===== src/rtl/attention_key_dot_product_pkg.sv =====
// Shared types and width derivations for the attention key dot-product unit.
// Element, product and result widths all derive from the element precision and vector size.
package attention_key_dot_product_pkg;

    localparam int DEF_PRECISION_0       = 16;
    localparam int DEF_PRECISION_1       = 3;
    localparam int DEF_TENSOR_SIZE_DIM_0 = 32;
    localparam int DEF_PARALLELISM_DIM_0 = 1;

    typedef logic signed [DEF_PRECISION_0-1:0]   elem_t;
    typedef logic signed [2*DEF_PRECISION_0-1:0] prod_t;

    // Full-precision result: product width plus growth for summing every element.
    function automatic int calc_out_width(input int precision, input int tensor_size);
        return 2 * precision + $clog2(tensor_size);
    endfunction

    function automatic int calc_in_depth(input int tensor_size, input int parallelism);
        return tensor_size / parallelism;
    endfunction

    function automatic int calc_cnt_width(input int depth);
        return (depth > 1) ? $clog2(depth) : 1;
    endfunction

endpackage


===== src/rtl/attention_key_dot_product_tree.sv =====
// PAR signed element products reduced by a combinational binary adder tree.
// Leaves beyond PAR are padded with zero so the tree is always a full power of two.
module attention_key_dot_product_tree
    import attention_key_dot_product_pkg::*;
#(
    parameter int PRECISION_0 = DEF_PRECISION_0,
    parameter int PAR         = DEF_PARALLELISM_DIM_0,
    parameter int OUT_WIDTH   = calc_out_width(DEF_PRECISION_0, DEF_TENSOR_SIZE_DIM_0)
) (
    input  logic [PAR-1:0][PRECISION_0-1:0] data_in,
    input  logic [PAR-1:0][PRECISION_0-1:0] weight,
    output logic signed [OUT_WIDTH-1:0]     sum
);

    localparam int PW = 2 * PRECISION_0;
    localparam int NP = 1 << $clog2(PAR);

    logic signed [PW-1:0]        prod [PAR];
    logic signed [OUT_WIDTH-1:0] node [1:2*NP-1];

    // Heap-ordered tree: node i sums children 2i and 2i+1, leaves start at NP.
    always_comb begin
        for (int j = 0; j < PAR; j++) begin
            prod[j] = PW'($signed(data_in[j])) * PW'($signed(weight[j]));
        end
        for (int k = 0; k < NP; k++) begin
            node[NP+k] = '0;
        end
        for (int j = 0; j < PAR; j++) begin
            node[NP+j] = OUT_WIDTH'(prod[j]);
        end
        for (int i = NP - 1; i >= 1; i--) begin
            node[i] = node[2*i] + node[2*i+1];
        end
        sum = node[1];
    end

endmodule


===== src/rtl/attention_key_dot_product.sv =====
// Joins activation and weight beats, accumulates one vector per result and holds
// the result in a single output register with valid/ready backpressure.
module attention_key_dot_product
    import attention_key_dot_product_pkg::*;
#(
    parameter int PRECISION_0       = DEF_PRECISION_0,
    parameter int PRECISION_1       = DEF_PRECISION_1,
    parameter int TENSOR_SIZE_DIM_0 = DEF_TENSOR_SIZE_DIM_0,
    parameter int PARALLELISM_DIM_0 = DEF_PARALLELISM_DIM_0,
    localparam int IN_DEPTH  = calc_in_depth(TENSOR_SIZE_DIM_0, PARALLELISM_DIM_0),
    localparam int OUT_WIDTH = calc_out_width(PRECISION_0, TENSOR_SIZE_DIM_0)
) (
    input  logic                                          clk,
    input  logic                                          rst,
    input  logic [PARALLELISM_DIM_0-1:0][PRECISION_0-1:0] data_in,
    input  logic                                          data_in_valid,
    output logic                                          data_in_ready,
    input  logic [PARALLELISM_DIM_0-1:0][PRECISION_0-1:0] weight,
    input  logic                                          weight_valid,
    output logic                                          weight_ready,
    output logic signed [OUT_WIDTH-1:0]                   data_out,
    output logic                                          data_out_valid,
    input  logic                                          data_out_ready
);

    localparam int CNT_W = calc_cnt_width(IN_DEPTH);
    localparam logic [CNT_W-1:0] LAST_BEAT = CNT_W'(IN_DEPTH - 1);

    if ((TENSOR_SIZE_DIM_0 % PARALLELISM_DIM_0) != 0 || PRECISION_1 >= PRECISION_0) begin : g_bad_params
        $error("attention_key_dot_product: illegal parameter combination");
    end

    logic [CNT_W-1:0]            beat_cnt;
    logic signed [OUT_WIDTH-1:0] acc;
    logic signed [OUT_WIDTH-1:0] beat_sum;
    logic signed [OUT_WIDTH-1:0] acc_next;
    logic                        first_beat;
    logic                        last_beat;
    logic                        can_accept;
    logic                        fire;

    attention_key_dot_product_tree #(
        .PRECISION_0 (PRECISION_0),
        .PAR         (PARALLELISM_DIM_0),
        .OUT_WIDTH   (OUT_WIDTH)
    ) u_tree (
        .data_in (data_in),
        .weight  (weight),
        .sum     (beat_sum)
    );

    // Only the last beat of a vector needs the output register free; earlier beats
    // keep accumulating the next vector while a result waits downstream.
    assign first_beat    = (beat_cnt == '0);
    assign last_beat     = (beat_cnt == LAST_BEAT);
    assign can_accept    = !last_beat || !data_out_valid || data_out_ready;
    assign fire          = data_in_valid && weight_valid && can_accept;
    assign data_in_ready = weight_valid && can_accept;
    assign weight_ready  = data_in_valid && can_accept;
    assign acc_next      = first_beat ? beat_sum : acc + beat_sum;

    always_ff @(posedge clk) begin
        if (rst) begin
            beat_cnt       <= '0;
            acc            <= '0;
            data_out       <= '0;
            data_out_valid <= 1'b0;
        end else begin
            if (fire) begin
                acc      <= acc_next;
                beat_cnt <= last_beat ? '0 : beat_cnt + CNT_W'(1);
            end
            if (fire && last_beat) begin
                data_out       <= acc_next;
                data_out_valid <= 1'b1;
            end else if (data_out_ready) begin
                data_out_valid <= 1'b0;
            end
        end
    end

endmodule


===== config.mk =====
export PLATFORM = sky130hd
export DESIGN_NAME = attention_key_dot_product
export DESIGN_NICKNAME = d
export VERILOG_FILES = /design/src/rtl/attention_key_dot_product_pkg.sv /design/src/rtl/attention_key_dot_product_tree.sv /design/src/rtl/attention_key_dot_product.sv
export SDC_FILE = /design/constraint.sdc
export NUM_CORES = 1
export LEC_CHECK = 0
export BUFFER_PORTS_ARGS = -buffer_cell sky130_fd_sc_hd__buf_2
export CORE_MARGIN = 1
export CORE_UTILIZATION = 40
export DETAILED_ROUTE_END_ITERATION = 8
export SETUP_SLACK_MARGIN = 0.02
export SYNTH_ARGS = -nofsm -noshare
export SYNTH_HDL_FRONTEND = slang
export SYNTH_SLANG_ARGS = --single-unit

===== constraint.sdc =====
create_clock -name clk -period 12.85 [get_ports clk]
set_input_delay 1.9275 -clock clk [delete_from_list [all_inputs] [get_ports clk]]
set_output_delay 1.9275 -clock clk [all_outputs]
set_load 0.05 [all_outputs]

### Word level (Yosys, flattened, before mapping)

Cells that the tools add are included.

| cells by class | value |
|---|---|
| mux-type cells | 4 |
| reduce and logical (&&, ||, !) cells | 11 |
| equality and inequality tests | 1 |
| $mul | 1 |
| $add $sub $neg | 2 |

Operator list:

| kind | number |
|---|---|
| $add 37x32->37 | 1 |
| $mux 37 | 1 |
| $mul 16x16->32 | 1 |
| $add 5x1->5 const B | 1 |
| $eq 5x5->1 const B | 1 |
| $logic_and 1x1->1 | 5 |
| $logic_not 5->1 | 1 |
| $mux 5 | 1 |
| $logic_not 1->1 | 2 |
| $logic_or 1x1->1 | 2 |
| $mux 1 | 2 |
| $reduce_bool 2->1 | 1 |

| storage, ports and cells | value |
|---|---|
| flip-flop bits (word level) | 80 |
| output and inout port bits | 40 |
| input port bits | 37 |
| word-level logic and storage cells | 23 |

### Logic depth before layout (Yosys ltp)

Gate-level depths: netlist (run 1).

| depth | value |
|---|---|
| depth in word-level cells | 7 |
| mapped depth | 36 |
| mapped depth without buffers | 34 |

### Modules after synthesis

A second synthesis (run 1) with hierarchy kept.

| unflattened totals | value |
|---|---|
| cells, all modules | 1,784 |
| area, all modules | 15,165.8 um^2 |

Modules (own cells, without submodules):

| module | cells an instance | seq. area each (um^2) | instances | area an instance (um^2) |
|---|---|---|---|---|
| attention_key_dot_product_tree | 1,101 | 0.0 | 1 | 9,887.0 |
| attention_key_dot_product | 683 | 1,601.5 | 1 | 5,278.8 |

### Least setup slack after synthesis (run 1)

Ideal clock, no wire load.

| timing | value |
|---|---|
| path type | input to register |
| start point | input port weight[1] (netlist bit) |
| end point | register data_out[36] |
| required time | 12.788 ns |
| stages on the path | 30 |
| arrival time | 9.417 ns |
| path buffers | 2 |
| path slack | 3.370 ns |
| path through | clkbuf_1 > nand2_1 > inv_1 > fa_1 > inv_1 > fa_1 > inv_1 > fa_1 > fa_1 > fa_1 > fa_1 > ha_1 > buf_6 > a21o_1 > a221o_1 > a21oi_2 > nor2_1 > a211oi_2 > nand4_1 > and3_1 > a211oi_2 > ha_1 > a21o_1 > a21o_1 > a21oi_1 > nand2b_1 > and3_1 > nor3_1 > or4_1 > nand3_1 |

| between the ends | value |
|---|---|
| word-level cells in the longest chain between the ends | 3 |

Ends and longest elaborated chain:

| what | RTL line | text |
|---|---|---|
| start, declared | attention_key_dot_product.sv:18 | `input logic [PARALLELISM_DIM_0-1:0][PRECISION_0-1:0] weight,` |
| $mul 16x16->32 (*) | attention_key_dot_product_tree.sv:24 | `prod[j] = PW'($signed(data_in[j])) * PW'($signed(weight[j]));` |
| $add 37x32->37 | attention_key_dot_product.sv:60 | `assign acc_next = first_beat ? beat_sum : acc + beat_sum;` |
| $mux 37 (*) | attention_key_dot_product.sv:60 |  |
| end signal, assigned | attention_key_dot_product.sv:74 | `data_out <= acc_next;` |
| end, declared | attention_key_dot_product.sv:21 | `output logic signed [OUT_WIDTH-1:0] data_out,` |

Every way passes the cells marked *; elsewhere a longest branch is shown, timed or not.
A chain may end at the register's enable or synchronous reset.

### Worst setup path after layout (run 1)

Ends and elaborated chain as after synthesis.

==> results.md, run 1 <==
- sky130_fd_sc_hd__dfxtp_1 — Post-synth top flop
- 0 — DRT antenna net count
- 4 — total buffers and inverters traversed by the critical path
- 2,193 — layout net count
- sky130_fd_sc_hd__fa_1 — cell taking the most area after synthesis
- 80 — flop and latch count out of synthesis
- 0 ps — Setup TNS Final
- 10.6% — share of synthesized area occupied by flip-flops and latches
- 15,100 µm² — Post-Synthesis Cell Area
- 29.8 mm — HPWL reported at the end of detailed placement
- 197 µm — Die Y-Extent
- 6.87% — fraction of final layout cells sized beyond drive strength 1
- 79.8% — Final period util
- 13,070 ps — critical path data required time
- 5.15 — detail-routed via count per cell
- 37,000 µm² — core area
- 20.7% — total track usage
- 40.9% — initial standard-cell utilization of the core
- 64.5 mm — global-route wire length before repair
- 38,600 µm² — overall die area
- 23.9% — Max-slew headroom
- 37.3 mm — total detailed-routing wirelength
- 0 — Ys Warns
- flip-flop to flip-flop — path category of the worst min-delay check
- 340 ps — clock insertion delay at the later pin of the skew report
- 0 — number of synthesized flops with an enable pin
- 5 — Pre-antenna DRT Iters
- 0 — MaxCap Viol Count
- 8.64 µm² — synthesized area per cell
- 2 — CTS max path bufs
- input pin — type of origin of the critical path
- sky130_fd_sc_hd__fa_1, sky130_fd_sc_hd__dfxtp_1, sky130_fd_sc_hd__ha_1 — Synth area leaders
- data_out[32] — destination of the worst register-to-register timing path
- input pin to flip-flop — critical path start-end classification
- 16 — maximum fanout encountered on the critical timing path
- 10,250 ps — shortest period the worst path allows
- data_out[11] — critical hold path startpoint
- adder cells — crit-path leading delay family
- 0 — count of hold-fix buffers inserted at cts
- 0% — Async SR Flop Fraction
- 0 — antenna diode count
- 0.854 — gp weighted congestion
- 71 — count of distinct cell types in the synthesized netlist
- 2,175 — Syn Nets
- 70 ps — clock slew seen by the registers of the worst setup and hold paths
- 7.13% — Area Overhead vs Synth
- 197 µm — die width
- 76 — count of buffers inserted at the top-level ports
- 9 — number of buffers added by the clock tree synthesis step
- 0 — DRC violation count after routing
- finished, final reports clean — run status
- 0 — total of cells resized after clock tree synthesis
- 80 — clock sinks
- 0 — Hold Violations, Final
- 556 — starting DRC count in detailed routing
- 690 ps — Critical Path Max Stage Delay
- sky130_fd_sc_hd__clkbuf_16 — Root Driver
- 0.0975 GHz — Max Clock Freq
- 12.4 ps — Clock Skew
- 3 — number of levels in the clock H-tree
- 0 — number of antenna violations at the first check in global routing
- data_out[11] — end of the worst hold path
- sky130_fd_sc_hd__fa_1 — highest-delay cell along the critical path
- 0 — residual overflow from global routing
- 0 — final slew viol count
- 1,752 — cells after synthesis
- 1140 ps — Slew @ Worst Pin
- 2 — hold depth
- beat_cnt[0] — reg-to-reg critical path startpoint
- 11.7k — Vias
- 70 — number of standard-cell rows in the floorplan
- 34.8% — area share of the largest cell type after synthesis
- sky130_fd_sc_hd__fa_1 — Critical Path Most Common Cell
- 12.4k — via count of the first global-routing pass
- 10,470 ps — critical path arrival
- 16.3 µm — routed length per placed instance
- 0 — number of post-CTS setup repair buffers
- 9 — Worst Reg-to-Reg Cells
- 91 — largest net degree at the start of global routing
- 9280 ps — r2r setup slk
- false — setup repair after global routing missed its margin
- flip-flop — Worst setup EP type
- 77 — boundary pin count
- done — CTS tree
- 0 — Final Setup Violations
-- metrics by stage --
stage	std cells	util (%)	cell area (µm²)	setup slack, ps	hold WS, ps
final	2279	43.9	16200	2600	459
after global routing	2279	43.9	16200	2030	480
after CTS	2279	43.9	16200	2630	467
after detailed placement	2263	43.0	15900	2330	456
after global placement	2263	43.0	15900	2370	447
after floorplan	1752	-	15100	3370	441
-- final cells by class --
class                   count  area (µm²)
clock inverters             5        65.1
clock buffers              11         253
fillers                  3721       20700
well taps                 504         631
repair buffers             80         410
flip-flops and latches     80        1600
multi-input cells        1300       12100
inverters                 299        1120
-- worst reg2reg max path, delay by kind of cell, from the launching register on --
| kind | cells | cell delay, ps |
|---|---|---|
| fa+ha+maj | 2 | 530 |
| simple gates | 5 | 1690 |
| compound gates | 1 | 330 |
| flops | 1 | 360 |
| buf+inv | 1 | 550 |
-- flip-flops by register name, summed over array words and instances, names as in the netlist --
name            cells
acc                37
data_out           37
beat_cnt            5
data_out_valid      1
-- cells in the final DEF (no fill, tap or decap), drive strengths merged, types with 11 or more instances in the layout --
master / n
inv: 299
o21a: 11
xnor2: 42
nor3: 28
a21oi: 70
dfxtp: 80
ha: 123
a211oi: 54
nand2: 169
xor2: 17
o31ai: 14
a21o: 32
nand3: 16
and2: 130
clkbuf: 11
buf: 80
o21ai: 47
nor2: 145
fa: 263
nand2b: 14
-- per-layer routing --
metal	share of wire [%]	wire length, µm	global-route usage (%)	up-vias
met5	0	0	0	-
met4	1.2	448	3.70	0
met3	3.9	1460	2.02	26
met2	46	17300	33.5	245
met1	49	18100	30.3	5839
li1	-	-	-	5632
-- kinds of logic (layout without fill, tap and decap cells) --
group	count (synthesis)	after routing	share of synthesized area, %
AND/OR/NAND/NOR	563	563	18.1
adder cells (fa/ha/maj)	386	386	45.0
buffers and inverters	372	395	9.34
AO/OA/AOI/OAI	282	282	12.9
flip-flops	80	80	10.6
XOR/XNOR	59	59	3.41
multiplexers	10	10	0.678
-- worst max path at each step --
stage                   start  slack (ps)  cells past startpoint      endpoint
finish              weight[1]        2600                     29  data_out[36]
floorplan           weight[1]        3370                     30  data_out[36]
global route        weight[1]        2030                     29  data_out[36]
CTS                 weight[1]        2630                     29  data_out[36]
detailed placement  weight[1]        2330                     29       acc[36]
global placement    weight[1]        2370                     29  data_out[36]
-- cell usage after synthesis, types with 11 or more instances --
library cell and count:
sky130_fd_sc_hd__a211oi_1 49, sky130_fd_sc_hd__a21o_1 32, sky130_fd_sc_hd__a21oi_1 68, sky130_fd_sc_hd__and2_1 129
sky130_fd_sc_hd__clkbuf_1 67, sky130_fd_sc_hd__dfxtp_1 80, sky130_fd_sc_hd__fa_1 263, sky130_fd_sc_hd__ha_1 123
sky130_fd_sc_hd__inv_1 299, sky130_fd_sc_hd__nand2_1 169, sky130_fd_sc_hd__nand2b_1 14, sky130_fd_sc_hd__nand3_1 16
sky130_fd_sc_hd__nor2_1 145, sky130_fd_sc_hd__nor3_1 28, sky130_fd_sc_hd__o21a_1 11, sky130_fd_sc_hd__o21ai_0 38
sky130_fd_sc_hd__o31ai_1 13, sky130_fd_sc_hd__xnor2_1 42, sky130_fd_sc_hd__xor2_1 17
Power of run 1 is not shown: default switching activity piles up to over one toggle a cycle in this logic, so the estimate is an artifact.
==> run 2, diff against run 1 <==
==> constraint.sdc (replaced) <==
create_clock -name clk -period 9.1 [get_ports clk]
set_input_delay 1.365 -clock clk [delete_from_list [all_inputs] [get_ports clk]]
set_output_delay 1.365 -clock clk [all_outputs]
set_load 0.05 [all_outputs]
==> run 2 against run 1 <==
Net effect:
- sequential share of layout area is 0.67 points lower
- via count is 1.5% higher
- critical endpoint unchanged
- wire length down 2.3%
- global-route usage fell by 0.47 points
- worst setup slack got worse by 2400 ps
- sequential cell count unchanged
- first-iteration DRC count grew 7.7%
- register-to-register slack lost 3700 ps
==> results.md, run 2 (same netlist as run 1, synthesis figures left out) <==
- finished, final reports clean — run status
- 77 — boundary pin count, unchanged
- sky130_fd_sc_hd__clkbuf_16 — Root Driver
- 25.8% — Max-slew headroom, +2.0 points
- 30.7 mm — HPWL reported at the end of detailed placement, +2.8%
- 0 — DRT antenna net count, unchanged
- sky130_fd_sc_hd__inv_1 — leading cell type in the layout, fill and taps excluded
- 97.4% — Final period util
- true — setup repair after global routing missed its margin
- 1110 ps — Slew @ Worst Pin, -29.3 ps
- 70 — number of standard-cell rows in the floorplan, unchanged
- sky130_fd_sc_hd__fa_1 — highest-delay cell along the critical path
- 0.863 — gp weighted congestion, +1.0%
- sky130_fd_sc_hd__inv_1, sky130_fd_sc_hd__fa_1, sky130_fd_sc_hd__nand2_1 — commonest non-fill, non-tap cells in the layout
- 197 µm — die width, unchanged
- 0 — residual overflow from global routing, unchanged
- flip-flop — Worst setup EP type
- 197 µm — Die Y-Extent, unchanged
- 76 — count of buffers inserted at the top-level ports, unchanged
- 0 ps — Setup TNS Final, unchanged
- 1600 µm² — footprint of the flip-flops and latches, unchanged
- 5 — Pre-antenna DRT Iters, unchanged
- 91 — largest net degree at the start of global routing, unchanged
- 14.6% — fraction of final layout cells sized beyond drive strength 1, +7.7 points
- 9 — number of buffers added by the clock tree synthesis step, unchanged
- 9380 ps — critical path data required time, -3690 ps
- 0 — final slew viol count, unchanged
- sky130_fd_sc_hd__fa_1 — Critical Path Most Common Cell
- 0 — antenna diode count, unchanged
- 0 — DRC violation count after routing, unchanged
- input pin — type of origin of the critical path
- 0 — Final Setup Violations, unchanged
- 3 — number of levels in the clock H-tree, unchanged
- 12.6k — via count of the first global-routing pass, +1.5%
- 14.9% — Area Overhead vs Synth
- 9150 ps — critical path arrival, -1320 ps
- 0 — count of hold-fix buffers inserted at cts, unchanged
- 20.3% — total track usage, -0.47 points
- done — CTS tree
- 599 — starting DRC count in detailed routing, +7.7%
- 15.1 µm — routed length per placed instance, -7.5%
- 8870 ps — shortest period the worst path allows
- 40.9% — initial standard-cell utilization of the core, unchanged
- 12,300 µm² — total area of multi-input combinational cells, +1.2%
- 8 — maximum fanout encountered on the critical timing path, -8
- 3,650 — filler cell count in the final layout, -1.9%
- 0 — MaxCap Viol Count, unchanged
- 340 ps — clock insertion delay at the later pin of the skew report, about the same
- 70 ps — clock slew seen by the registers of the worst setup and hold paths, about the same
- 11.9k — Vias, +1.5%
- 0.113 GHz — Max Clock Freq
- 0 — Hold Violations, Final, unchanged
- 47.1% — final cell utilization of the core, +3.2 points
- 2,321 — layout net count, +5.8%
- 2 — CTS max path bufs, unchanged
- 63.9 mm — global-route wire length before repair, -0.95%
- 36.4 mm — total detailed-routing wirelength, -2.3%
- acc (37), data_out (37), beat_cnt (5) — Largest regs
- input pin to flip-flop — critical path start-end classification
- 80 — clock sinks, unchanged
- 0 — number of antenna violations at the first check in global routing, unchanged
- flip-flop to flip-flop — path category of the worst min-delay check
- 37,000 µm² — core area, unchanged
- 4.95 — detail-routed via count per cell, -3.9%
- 590 ps — Critical Path Max Stage Delay, -100 ps
- 7.89 ps — Clock Skew, -4.54 ps
- 38,600 µm² — overall die area, unchanged
[run 2: final timing paths]
check	from	end	slack [ps]	cells past startpoint
worst min-delay path	data_out[7]	data_out[7]	460	2
worst max register to register	beat_cnt[0]	data_out[35]	5600	9
worst max-delay path	data_in[5]	data_out[36]	230	33
worst min register to register	data_out[7]	data_out[7]	460	2
[run 2: cell type report]
cell class | count | area share (%)
Clock buffer | 10 | 1.32
Clock inverter | 6 | 0.669
Inverter | 299 | 6.45
Multi-Input combinational cell | 1300 | 70.6
Sequential cell | 80 | 9.21
Tap cell | 504 | 3.63
Timing Repair Buffer | 208 | 8.10
[run 2: through the flow]
step,cells,worst slack [ps],area (µm²),hold slack (ps)
after floorplan,1752,183,15100,441
after global placement,2384,9.79,16800,444
after detailed placement,2384,-9.09,16800,455
after CTS,2400,267,17100,465
after global routing,2407,-24.2,17400,480
final,2407,234,17400,458
[run 2: critical path, delay by kind of cell]
family	cells	cell delay [ps]
buffers and inverters	6	510
adder cells (fa/ha/maj)	8	3760
XOR/XNOR	1	130
AND/OR/NAND/NOR	8	1710
AO/OA/AOI/OAI	10	1650
[run 2: timing repair]
item / 4_1_cts / 5_1_grt
setup endpoints to repair: 0 / 19
setup buffers: 0 / 7
gates resized for setup: 0 / 52
[run 2: routing by layer]
metal  routed length, µm  track usage (%)
met1               18000             29.3
met4                 259             3.21
met5                   0                0
met3                 934             1.16
met2               17200             33.9
Power of run 2 is left out for the same reason.
==> run 3, diff against run 2 <==
--- a/config.mk
+++ b/config.mk
@@ -9,7 +9,9 @@
 export CORE_MARGIN = 1
 export CORE_UTILIZATION = 40
 export DETAILED_ROUTE_END_ITERATION = 8
+export RECOVER_POWER = 100
 export SETUP_SLACK_MARGIN = 0.02
 export SYNTH_ARGS = -nofsm -noshare
 export SYNTH_HDL_FRONTEND = slang
 export SYNTH_SLANG_ARGS = --single-unit
+export TNS_END_PERCENT = 10
==> run 3 against run 2 <==
Net effect:
- critical path depth unchanged
- via count is 0.29% higher
- core utilization is 0.64 points lower
- clock-buffer cell count stayed put
- final area fell by 1.4%
- critical path type unchanged
==> results.md, run 3 (same netlist as run 1, synthesis figures left out) <==
- 0.114 GHz — Max Clock Freq, +0.90%
- 25.6% — Max-slew headroom, -0.27 points
- 9 — Worst Reg-to-Reg Cells, unchanged
- 0 — number of antenna violations at the first check in global routing, unchanged
- 560 ps — Critical Path Max Stage Delay, -30 ps
- adder cells — crit-path leading delay family
- 0 — number of post-CTS setup repair buffers, unchanged
- 3 — number of levels in the clock H-tree, unchanged
- 197 µm — die width, unchanged
- sky130_fd_sc_hd__inv_1, sky130_fd_sc_hd__fa_1, sky130_fd_sc_hd__nand2_1 — commonest non-fill, non-tap cells in the layout
- 40.9% — initial standard-cell utilization of the core, unchanged
- 8790 ps — shortest period the worst path allows, -78.8 ps
- acc (37), data_out (37), beat_cnt (5) — Largest regs
- 5590 ps — r2r setup slk, about the same
- 2,400 — post-route insts no fill, -0.29%
- 15.1 µm — routed length per placed instance, -0.48%
- flip-flop — Worst setup EP type
- data_in[5] — Crit. Startpoint
- 9 — number of buffers added by the clock tree synthesis step, unchanged
- 63.9 mm — global-route wire length before repair, unchanged
- 8.33 ps — Clock Skew, +0.443 ps
- 8 — maximum fanout encountered on the critical timing path, unchanged
- data_out[7] — critical hold path startpoint
- 70 ps — clock slew seen by the registers of the worst setup and hold paths, about the same
- 20.3% — total track usage, unchanged
- 0 ps — Setup TNS Final, unchanged
- sky130_fd_sc_hd__clkbuf_16 — Root Driver
- 46.4% — final cell utilization of the core, -0.64 points
- 96.6% — Final period util, -0.87 points
- sky130_fd_sc_hd__inv_1 — leading cell type in the layout, fill and taps excluded
- 5 — Pre-antenna DRT Iters, unchanged
- 70 — number of standard-cell rows in the floorplan, unchanged
- 76 — count of buffers inserted at the top-level ports, unchanged
- 9380 ps — critical path data required time, about the same
- 0 — Final Setup Violations, unchanged
- done — CTS tree
- 91 — largest net degree at the start of global routing, unchanged
- 0 — antenna diode count, unchanged
- 37,000 µm² — core area, unchanged
- 0 — count of hold-fix buffers inserted at cts, unchanged
- 0 — Hold Violations, Final, unchanged
- 2,314 — layout net count, -0.30%
- 11.9k — Vias, +0.29%
- data_out[7] — end of the worst hold path
- 197 µm — Die Y-Extent, unchanged
- input pin — type of origin of the critical path
- 13.3% — Area Overhead vs Synth
- 0 — residual overflow from global routing, unchanged
- 1120 ps — Slew @ Worst Pin, +3.98 ps
- input pin to flip-flop — critical path start-end classification
- 80 — clock sinks, unchanged
- true — setup repair after global routing missed its margin
- 0 — final slew viol count, unchanged
- 12.6k — via count of the first global-routing pass, unchanged
- beat_cnt[0] — reg-to-reg critical path startpoint
- flip-flop to flip-flop — path category of the worst min-delay check
- 2 — CTS max path bufs, unchanged
- 0 — MaxCap Viol Count, unchanged
- 0.863 — gp weighted congestion, unchanged
- 4.98 — detail-routed via count per cell, +0.59%
- 2,384 — # placed instances, unchanged
- 0 — DRT antenna net count, unchanged
- 462 ps — Post-Route Hold Slack, +4.00 ps
- 11.0% — fraction of final layout cells sized beyond drive strength 1, -3.6 points
- 2 — hold depth, unchanged
- 36.1 mm — total detailed-routing wirelength, -0.77%
- 38,600 µm² — overall die area, unchanged
- 0 — DRC violation count after routing, unchanged
- sky130_fd_sc_hd__or4b_4 — highest-delay cell along the critical path
- 6 — total buffers and inverters traversed by the critical path, unchanged
- sky130_fd_sc_hd__fa_1 — Critical Path Most Common Cell
- 340 ps — clock insertion delay at the later pin of the skew report, about the same
- 0 — total of cells resized after clock tree synthesis, unchanged
- 30.7 mm — HPWL reported at the end of detailed placement, unchanged
- data_out[35] — destination of the worst register-to-register timing path
- 3,692 — filler cell count in the final layout, +1.2%
- finished, final reports clean — run status
- 643 — starting DRC count in detailed routing, +7.3%
- 9070 ps — critical path arrival, -80 ps
- 77 — boundary pin count, unchanged
[run 3: cell count changes in the layout (fill, tap and decap cells not counted), sizes merged]
cell and change:
clkbuf +39, buf -46
[run 3: per-layer routing]
metal / GRT usage [%] / share of wire (%)
met1: 29.3 / 49
met2: 33.9 / 47
met3: 1.16 / 2.8
met4: 3.21 / 0.77
met5: 0 / 0
[run 3: per-stage QoR]
step / area [µm²] / setup WS [ps]
after floorplan: 15100 / 183
after global routing: 17200 / -30.4
after global placement: 16800 / 9.79
after CTS: 17100 / 267
final: 17200 / 312
after detailed placement: 16800 / -9.09
[run 3: cell type report]
cell class,instances,area [µm²],share of cell area (%)
clock buffer,10,229,1.33
multi-input combinational,1300,12200,70.9
timing repair buffer,201,1290,7.50
inverter,299,1120,6.54
sequential,80,1600,9.34
tap,504,631,3.68
clock inverter,6,116,0.678
[run 3: tightest hold or removal path, cell delays in order, from the launching register on]
cell                      delay (ps)
sky130_fd_sc_hd__dfxtp_1         310
sky130_fd_sc_hd__nand2_1          50
sky130_fd_sc_hd__a21oi_1          60
[run 3: how the worst max path moves through the flow]
stage / endpoint / slack [ps] / depth (start not counted)
after floorplan: data_out[36] / 180 / 30
after global placement: data_out[35] / 10 / 34
after detailed placement: acc[35] / -9 / 34
after CTS: data_out[35] / 270 / 34
after global routing: data_out[36] / -30 / 34
final: data_out[36] / 310 / 33
Power of run 3 is left out for the same reason.
